### config.mk
export PLATFORM = sky130hd
export DESIGN_NAME = dma_firewall
export DESIGN_NICKNAME = d
export VERILOG_FILES = /design/src/rtl/dma_firewall.sv
export SDC_FILE = /design/constraint.sdc
export NUM_CORES = 1
export LEC_CHECK = 0
export BUFFER_PORTS_ARGS = -buffer_cell sky130_fd_sc_hd__clkbuf_2
export CORE_ASPECT_RATIO = 0.9
export CORE_UTILIZATION = 48
export DETAILED_ROUTE_END_ITERATION = 12
export PLACE_DENSITY = 0.86
export SETUP_SLACK_MARGIN = 0.15
export SYNTH_ARGS = -nofsm -noshare
export SYNTH_HDL_FRONTEND = slang
export SYNTH_SLANG_ARGS = --single-unit
### constraint.sdc
create_clock -name clk -period 2.9 [get_ports clk]
set_input_delay 0.435 -clock clk [delete_from_list [all_inputs] [get_ports clk]]
set_output_delay 0.435 -clock clk [all_outputs]
set_load 0.01 [all_outputs]
### src/rtl/dma_firewall.sv
// DMA firewall: checks each DMA gateway request against an access window and
// a write-protected sub-region, forwarding legal accesses to the backing memory.
//
// state  | meaning
// IDLE   | waiting for s_req; request checks evaluated here
// ACCESS | single-cycle memory strobe
// WAIT   | read latency countdown, mem_rdata captured on the last cycle
// RESP   | s_done pulse (with s_fault for rejected requests)
module dma_firewall #(
  parameter logic [31:0] WIN_BASE = 32'h2000_0000,
  parameter logic [31:0] WIN_SIZE = 32'h0000_1000,
  parameter logic [31:0] RO_BASE  = 32'h2000_0000,
  parameter logic [31:0] RO_SIZE  = 32'h0000_0100,
  parameter int          MEM_LAT  = 2,
  parameter int          AW       = 10
) (
  input  logic          clk,
  input  logic          rst_n,
  input  logic          s_req,
  input  logic          s_we,
  input  logic [3:0]    s_be,
  input  logic [31:0]   s_addr,
  input  logic [31:0]   s_wdata,
  output logic [31:0]   s_rdata,
  output logic          s_done,
  output logic          s_fault,
  output logic          mem_en,
  output logic          mem_we,
  output logic [3:0]    mem_be,
  output logic [AW-1:0] mem_addr,
  output logic [31:0]   mem_wdata,
  input  logic [31:0]   mem_rdata,
  input  logic          fault_clr,
  output logic [15:0]   fault_cnt,
  output logic [31:0]   fault_addr
);

  typedef enum logic [1:0] {IDLE, ACCESS, WAIT, RESP} state_t;

  // 33-bit bounds so base+size can never wrap past 4 GiB
  localparam logic [32:0] WIN_LO   = {1'b0, WIN_BASE};
  localparam logic [32:0] WIN_HI   = {1'b0, WIN_BASE} + {1'b0, WIN_SIZE};
  localparam logic [32:0] RO_LO    = {1'b0, RO_BASE};
  localparam logic [32:0] RO_HI    = {1'b0, RO_BASE} + {1'b0, RO_SIZE};
  localparam logic [1:0]  LAT_INIT = 2'(MEM_LAT - 1);

  state_t          state_q, state_d;
  logic [1:0]      lat_q, lat_d;
  logic            we_q, we_d;
  logic [31:0]     s_rdata_q, s_rdata_d;
  logic            s_done_q, s_done_d;
  logic            s_fault_q, s_fault_d;
  logic            mem_en_q, mem_en_d;
  logic            mem_we_q, mem_we_d;
  logic [3:0]      mem_be_q, mem_be_d;
  logic [AW-1:0]   mem_addr_q, mem_addr_d;
  logic [31:0]     mem_wdata_q, mem_wdata_d;
  logic [15:0]     fault_cnt_q, fault_cnt_d;
  logic [31:0]     fault_addr_q, fault_addr_d;

  logic [32:0]     addr33;
  logic [31:0]     offset;
  logic            in_win, in_ro, chk_fail;

  assign addr33   = {1'b0, s_addr};
  assign offset   = s_addr - WIN_BASE;
  assign in_win   = (addr33 >= WIN_LO) && (addr33 < WIN_HI);
  assign in_ro    = (addr33 >= RO_LO) && (addr33 < RO_HI);
  assign chk_fail = (s_addr[1:0] != 2'b00) || (s_be == 4'h0) || !in_win || (s_we && in_ro);

  always_comb begin
    state_d      = state_q;
    lat_d        = lat_q;
    we_d         = we_q;
    s_rdata_d    = s_rdata_q;
    s_done_d     = 1'b0;
    s_fault_d    = 1'b0;
    mem_en_d     = 1'b0;
    mem_we_d     = 1'b0;
    mem_be_d     = mem_be_q;
    mem_addr_d   = mem_addr_q;
    mem_wdata_d  = mem_wdata_q;
    fault_cnt_d  = fault_clr ? 16'h0000 : fault_cnt_q;
    fault_addr_d = fault_addr_q;

    case (state_q)
      IDLE: begin
        if (s_req) begin
          we_d = s_we;
          if (chk_fail) begin
            state_d      = RESP;
            s_done_d     = 1'b1;
            s_fault_d    = 1'b1;
            s_rdata_d    = 32'h0;
            fault_addr_d = s_addr;
            if (!fault_clr && (fault_cnt_q != 16'hFFFF)) begin
              fault_cnt_d = fault_cnt_q + 16'd1;
            end
          end else begin
            state_d     = ACCESS;
            mem_en_d    = 1'b1;
            mem_we_d    = s_we;
            mem_be_d    = s_be;
            mem_addr_d  = AW'(offset >> 2);
            mem_wdata_d = s_wdata;
          end
        end
      end
      ACCESS: begin
        if (we_q) begin
          state_d   = RESP;
          s_done_d  = 1'b1;
          s_rdata_d = 32'h0;
        end else begin
          state_d = WAIT;
          lat_d   = LAT_INIT;
        end
      end
      WAIT: begin
        if (lat_q == 2'd0) begin
          state_d   = RESP;
          s_done_d  = 1'b1;
          s_rdata_d = mem_rdata;
        end else begin
          lat_d = lat_q - 2'd1;
        end
      end
      RESP: begin
        state_d = IDLE;
      end
      default: begin
        state_d = IDLE;
      end
    endcase
  end

  always_ff @(posedge clk or negedge rst_n) begin
    if (!rst_n) begin
      state_q      <= IDLE;
      lat_q        <= 2'd0;
      we_q         <= 1'b0;
      s_rdata_q    <= 32'h0;
      s_done_q     <= 1'b0;
      s_fault_q    <= 1'b0;
      mem_en_q     <= 1'b0;
      mem_we_q     <= 1'b0;
      mem_be_q     <= 4'h0;
      mem_addr_q   <= '0;
      mem_wdata_q  <= 32'h0;
      fault_cnt_q  <= 16'h0;
      fault_addr_q <= 32'h0;
    end else begin
      state_q      <= state_d;
      lat_q        <= lat_d;
      we_q         <= we_d;
      s_rdata_q    <= s_rdata_d;
      s_done_q     <= s_done_d;
      s_fault_q    <= s_fault_d;
      mem_en_q     <= mem_en_d;
      mem_we_q     <= mem_we_d;
      mem_be_q     <= mem_be_d;
      mem_addr_q   <= mem_addr_d;
      mem_wdata_q  <= mem_wdata_d;
      fault_cnt_q  <= fault_cnt_d;
      fault_addr_q <= fault_addr_d;
    end
  end

  assign s_rdata    = s_rdata_q;
  assign s_done     = s_done_q;
  assign s_fault    = s_fault_q;
  assign mem_en     = mem_en_q;
  assign mem_we     = mem_we_q;
  assign mem_be     = mem_be_q;
  assign mem_addr   = mem_addr_q;
  assign mem_wdata  = mem_wdata_q;
  assign fault_cnt  = fault_cnt_q;
  assign fault_addr = fault_addr_q;

endmodule

==> results by group, run 1 <==
Logic synthesis
  – Synth warn: 0
  – Sequential fraction of the synthesis area: 0.602
  – Post-synth EDFFs: 0
  – Cells after Synth: approximately 460
  – Synthesized area per cell: roughly 12 sq um
  – Synthesized cell area: 5610 sq um
  – Synth async-reset ratio: 1.00
  – Cell variety after synth: 36
  – Synth Flop Type: dfrtp_1
  – Area share of the largest cell type after synthesis: 0.602
  – Seq cells post-synth: ~140
  – Synth area leader: dfrtp_1
  – Synth area leaders: dfrtp_1 60%, mux2_2 15%, nand2_1 5.2%
  – Syn nets: about 580

Critical path
  – Reg-to-reg endpoint: fault_cnt[13]
  – Worst setup path start: fault_cnt[0]
  – Reg2reg path depth: 7
  – Kind of critical path: reg2reg
  – Startpoint Class: register
  – CP Data Required Time: around 3.2 ns
  – Reg2reg start: fault_cnt[0]
  – CP max FO: 14
  – Crit path capture type: register
  – CP arrival: 2.69 ns
  – Reg2Reg Setup Slack: ~0.5 ns

Clocking
  – CTS resizes: 0
  – Post-CTS Setup Repair Bufs: 0
  – CTS Hold Bufs: 0
  – Root buf cell: clkbuf_16
  – CTS Sinks: approximately 140
  – Worst-Skew Late Latency: around 0.41 ns
  – Clock-pin slew on the worst setup and hold paths: 0.06 ns
  – H-tree depth: 4
  – CTS buffer count: 17
  – CTS max path bufs: 2
  – TritonCTS clock tree: done

Drt
  – Vias: 4536
  – TritonRoute pass-1 iters: 4
  – Detailed Route Iter0 Violations: 190
  – Vias/cell: about 5.2
  – Total Wirelength: around 14000 microns
  – ANT nets after route: 0
  – DR DRC count: 0
  – Drt wl/cell: around 16 microns

STA
  – Achievable Freq: approximately 410 MHz
  – Hold Vio Cnt, Final: 0
  – Fin Setup TNS: 0 ns
  – Setup slack after layout: 0.486 ns
  – Final worst path period share: 0.833
  – Final setup violation count: 0
  – Setup Skew: 0.0123 ns
  – Worst-Margin Slew: ~0.76 ns
  – Min Tclk post-route: about 2.4 ns
  – Slew Limit Fails: 0
  – RSZ-0062 raised after global routing: false
  – Worst hold margin: about 0.043 ns
  – Slew margin rel.: 0.479

Global route
  – Initial antenna violation count: 0
  – GRT overflow: 0
  – Global router's overall resource usage: 0.247
  – Largest net degree at the start of global routing: 80
  – Vias in the first global route: 4640
  – First-pass GRT wire length: 22600 microns

Placed design
  – Place WS: 0.143 ns
  – IO Port Bufs: approximately 230
  – Post-Place Cell Area: roughly 7000 sq um
  – GPL Wtd Cong: between 0.7 and 0.8
  – Dpl hpwl: 10200 microns

Die
  – Starting Density: 0.493
  – Die width: ~120 microns
  – Row cnt: 37
  – DIE HEIGHT: between 100 and 150 microns
  – I/O pins: 235
  – Total core area: ~11000 sq um
  – Die area: approximately 12000 sq um

Cells and area
  – Synthesis-to-finish area growth: 35.6%
  – Layout cells sized above 1: 0.496
  – Post-route cell area: 7610 sq um
  – ANT cells: 0
  – Final net count: around 810

Power
  – Leakage: between 3 and 4 nW
  – Power per cell area: ~870 nW/um^2
  – Peak VDD IR: between 600 and 700 uV

Run status
  – Status: completed

Job
  – Max Cap Violations: 0

Hold path
  – Worst hold path type: in2async
[layer usage]
layer / track usage / vias to the layer above / wire length [microns]
met3: 0.0980 / 32 / 956
met1: 0.282 / 2205 / 5580
met2: 0.407 / 179 / 7280
met4: 0.104 / 0 / 348
li1: - / 2120 / -
met5: 0 / - / 0
[synthesized netlist by cell type, types with 5 or more instances]
library cell and number:
a21oi_1 14, dfrtp_1 135, nor4_1 6, nand4_1 5, inv_1 10, buf_2 6, clkbuf_1 16, nor2_1 7
mux2_2 76, nand3_1 7, ha_1 7, nand2_1 77, and3_1 5, o31ai_1 13, o21ai_1 5, or4_1 13
o21ai_0 29
[registers in the layout, indices dropped and copies added, names as in the netlist]
| name | count |
|---|---|
| fault_addr | 32 |
| fault_cnt | 16 |
| lat_q | 2 |
| mem_addr | 10 |
| mem_be | 4 |
| mem_en | 1 |
| mem_wdata | 32 |
| mem_we | 1 |
| s_done | 1 |
| s_fault | 1 |
| s_rdata | 32 |
| state_q | 2 |
| we_q | 1 |
[kinds of logic (layout without fill, tap and decap cells)]
logic type,count (synthesis),in the layout,share of synthesized area
flops,135,135,0.602
simple gates,132,132,0.113
mux,81,81,0.162
compound gates,74,74,0.0809
buf+inv,35,285,0.0261
fa+ha+maj,7,7,0.0156
[worst max-delay path, cell delays in order, from the launching register on]
cell     delay, ns
dfrtp_1       0.42
ha_1          0.22
and3_1        0.24
nand4_1       0.23
nor2_1        0.66
buf_4         0.31
or4_1         0.14
a21oi_1       0.06
[power breakdown]
| part | internal [mW] | switching, mW | total, mW | leakage [nW] |
|---|---|---|---|---|
| logic | 0.817 | 1.12 | 1.94 | 1.87 |
| clock network | 1.38 | 0.796 | 2.18 | 0.299 |
| registers | 2.27 | 0.215 | 2.48 | 1.79 |
| total | 4.47 | 2.13 | 6.60 | 3.96 |
[stage by stage]
stage	cells	utilization	total power, mW
after floorplan	464	-	3.67
after global placement	838	0.614	4.34
after detailed placement	838	0.614	4.47
after CTS	870	0.668	6.67
after global routing	870	0.668	6.97
final	870	0.668	6.60
[how the worst max path moves through the flow]
stage / end / slack [ns] / cells after the start
floorplan: fault_cnt[14] / 0.58 / 6
global placement: fault_addr[2] / 0.24 / 7
detailed placement: fault_addr[7] / 0.14 / 6
CTS: fault_cnt[11] / 0.52 / 7
global route: fault_cnt[13] / 0.21 / 7
finish: fault_cnt[13] / 0.49 / 7
[area by class of cell]
class | instances | area [sq um]
flip-flops and latches | 135 | 3380
repair buffers | 243 | 1280
clock inverters | 10 | 116
well taps | 156 | 195
inverters | 10 | 37.5
clock buffers | 22 | 494
fillers | 826 | 3780
multi-input cells | 294 | 2100
[cell usage in the layout, fill, tap and decap left out, types with 3 or more instances in the layout]
master and count:
o31ai_1 13, or4_1 13, and2_1 3, nand3_1 7, a21oi_1 14, mux2_2 76
buf_12 3, mux2_1 3, nand2_1 77, and3_1 5, nand4_1 5, ha_1 7
dfrtp_1 135, o21ai_0 29, clkinv_2 3, clkbuf_2 233, nor2_1 7, clkbuf_16 17
inv_1 10, nor4_1 5, and4_1 3, buf_4 6, clkbuf_8 5, a22o_1 3
o21ai_1 5
Note: power is estimated with default switching activity, not from simulation.
==> inputs of run 2 (changes only) <==
--- a/config.mk
+++ b/config.mk
@@ -7,9 +7,9 @@
 export LEC_CHECK = 0
 export BUFFER_PORTS_ARGS = -buffer_cell sky130_fd_sc_hd__clkbuf_2
 export CORE_ASPECT_RATIO = 0.9
-export CORE_UTILIZATION = 48
+export CORE_UTILIZATION = 43
 export DETAILED_ROUTE_END_ITERATION = 12
-export PLACE_DENSITY = 0.86
+export PLACE_DENSITY = 0.82
 export SETUP_SLACK_MARGIN = 0.15
 export SYNTH_ARGS = -nofsm -noshare
 export SYNTH_HDL_FRONTEND = slang
==> constraint.sdc (replaced) <==
create_clock -name clk -period 1.95 [get_ports clk]
set_input_delay 0.2925 -clock clk [delete_from_list [all_inputs] [get_ports clk]]
set_output_delay 0.2925 -clock clk [all_outputs]
set_load 0.01 [all_outputs]
==> results by group, run 2 (same netlist as run 1, synthesis figures left out) <==
Run status
  – Status: completed (unchanged)

Power
  – Peak VDD IR: 1010 uV (was 622 uV)
  – Switching share of power: 0.309 (was 0.323)
  – Net Switching: 3.31 mW (was 2.13 mW)
  – Flop pwr share: 0.345 (was 0.376)
  – Combinational share of power: 0.309 (was 0.294)
  – Leakage: 4.27 nW (was 3.96 nW)
  – Clk pwr share: 0.346 (was 0.330)
  – Power per cell area: 1270 nW/um^2 (was 867 nW/um^2)
  – Cell Int Power: 7.39 mW (was 4.47 mW)

Hold path
  – Worst hold path type: in2reg (was in2async)
  – Hold Crit Start: s_wdata[4]
  – Hold Path End: mem_wdata[4]
  – Hold Path Depth: 2

Clocking
  – H-tree depth: 4 (unchanged)
  – CTS max path bufs: 2 (unchanged)
  – Root buf cell: clkbuf_16 (unchanged)
  – TritonCTS clock tree: done (unchanged)
  – CTS Sinks: 135 (unchanged)
  – Clock-pin slew on the worst setup and hold paths: 0.06 ns (about the same)
  – CTS buffer count: 17 (unchanged)
  – Worst-Skew Late Latency: 0.42 ns (was 0.41 ns)

STA
  – Achievable Freq: 530 MHz (was 414 MHz)
  – Slew margin rel.: 0.663 (was 0.479)
  – Setup slack after layout: 0.0619 ns (was 0.486 ns)
  – Worst-Margin Slew: 0.505 ns (was 0.762 ns)
  – Setup Skew: 0.00748 ns (was 0.0123 ns)
  – Final setup violation count: 0 (unchanged)
  – RSZ-0062 raised after global routing: true (was false)
  – Slew Limit Fails: 0 (unchanged)
  – Min Tclk post-route: 1.89 ns (was 2.41 ns)
  – Final worst path period share: 0.968 (was 0.833)
  – Hold Vio Cnt, Final: 0 (unchanged)
  – Fin Setup TNS: 0 ns (unchanged)

Global route
  – GRT overflow: 0 (unchanged)
  – Largest net degree at the start of global routing: 65 (was 80)
  – Initial antenna violation count: 0 (unchanged)
  – First-pass GRT wire length: 22800 microns (was 22600 microns)
  – Global router's overall resource usage: 0.224 (was 0.247)
  – Vias in the first global route: 4679 (was 4640)

Critical path
  – Cells along the critical path: ha_2, and3_4, nand4_1, nor2_2, buf_6, or4_1, a21oi_2 (was ha_1, and3_1, nand4_1, nor2_1, buf_4, or4_1, a21oi_1)
  – Delay of the slowest cell on the worst path: 0.53 ns (was 0.66 ns)
  – CP max-delay cell: or4_1 (was nor2_1)
  – Reg-to-reg endpoint: fault_cnt[13] (unchanged)
  – Startpoint Class: register (unchanged)
  – Kind of critical path: reg2reg (unchanged)
  – CP max FO: 13 (was 14)
  – CP Data Required Time: 2.28 ns (was 3.18 ns)
  – Crit path capture type: register (unchanged)
  – Reg2Reg Setup Slack: 0.06 ns (was 0.49 ns)
  – CP arrival: 2.22 ns (was 2.69 ns)
  – Bufs and invs on worst path: 1 (unchanged)
  – Largest delay share family, worst path: simple AND/OR/NAND/NOR gates (unchanged)
  – Reg2reg start: fault_cnt[0] (unchanged)
  – Reg2reg path depth: 7 (unchanged)

Placed design
  – Dpl hpwl: 10400 microns (was 10200 microns)
  – Place WS: -0.302 ns (was 0.143 ns)
  – IO Port Bufs: 234 (unchanged)
  – GPL Wtd Cong: 0.776 (was 0.789)

Die
  – DIE HEIGHT: 110 microns (was 105 microns)
  – Total core area: 12700 sq um (was 11400 sq um)
  – Die area: 13500 sq um (was 12100 sq um)
  – Row cnt: 39 (was 37)
  – Starting Density: 0.442 (was 0.493)
  – Die width: 122 microns (was 116 microns)
  – I/O pins: 235 (unchanged)

Cells and area
  – Fill cell count: 933 (was 826)
  – Final net count: 854 (was 813)
  – ANT cells: 0 (unchanged)
  – Commonest non-fill, non-tap cells in the layout: 233 x clkbuf_2, 133 x dfrtp_1, 76 x nand2_1, 59 x mux2_2, 35 x buf_4 (was 233 x clkbuf_2, 135 x dfrtp_1, 77 x nand2_1, 76 x mux2_2, 29 x o21ai_0)
  – Layout cells sized above 1: 0.588 (was 0.496)
  – Commonest non-fill, non-tap cell in the layout: clkbuf_2 (unchanged)
  – Synthesis-to-finish area growth: 50.5% (was 35.6%)

Drt
  – Vias: 4668 (was 4536)
  – TritonRoute pass-1 iters: 4 (unchanged)
  – Detailed Route Iter0 Violations: 274 (was 190)
  – Total Wirelength: 14800 microns (was 14200 microns)
  – ANT nets after route: 0 (unchanged)
  – Vias/cell: 5.08 (was 5.21)
  – DR DRC count: 0 (unchanged)
  – Drt wl/cell: 16.2 microns (was 16.3 microns)

Job
  – Max Cap Violations: 0 (unchanged)
[run 2: cell type report]
cell class | instances | area (sq um) | area share
multi-input combinational | 294 | 2450 | 0.290
timing repair buffer | 284 | 1690 | 0.200
clock inverter | 14 | 254 | 0.0301
tap | 164 | 205 | 0.0243
sequential | 135 | 3380 | 0.400
inverter | 10 | 37.5 | 0.00444
clock buffer | 18 | 429 | 0.0508
[run 2: stage by stage]
step	total power [mW]	hold WS (ns)	std cells	utilization	instance area, sq um
6_report	10.7	0.104	919	0.666	8450
4_1_cts	10.8	0.0869	918	0.658	8350
3_5_place_dp	6.88	0.191	870	0.587	7450
3_3_place_gp	6.70	0.186	870	0.587	7450
5_1_grt	11.3	0.0905	919	0.666	8450
2_1_floorplan	5.75	-0.00309	464	-	5910
[run 2: worst max-delay path by stage]
stage,start,end,slack (ns),cells after the start
floorplan,s_be[1],fault_cnt[14],-0.08,6
global placement,s_be[1],fault_cnt[13],-0.29,7
detailed placement,s_be[1],fault_cnt[2],-0.30,7
CTS,state_q[0],s_rdata[23],0.09,9
global route,state_q[0],s_rdata[23],0.003,9
finish,fault_cnt[0],fault_cnt[13],0.06,7
[run 2: power by group through the flow]
stage          Combinational, mW  Sequential [mW]  Clock, mW
6_report                    3.31             3.68       3.70
5_1_grt                     3.64             3.75       3.91
4_1_cts                     3.33             3.69       3.77
3_5_place_dp                3.15             3.72          0
3_3_place_gp                3.01             3.68          0
2_1_floorplan               1.82             3.93          0
[run 2: layer usage]
metal,GRT usage,part of all wire
met1,0.265,0.40
met2,0.372,0.50
met3,0.0813,0.073
met4,0.0923,0.024
met5,0,0
[run 2: what timing repair did]
item                       4_1_cts  5_1_grt
hold buffers                     1        0
hold endpoints to repair        27        0
resized for setup               16       28
pin swaps                       10        5
gates cloned                     2        0
setup endpoints to repair       92      108
buffers inserted                13        2
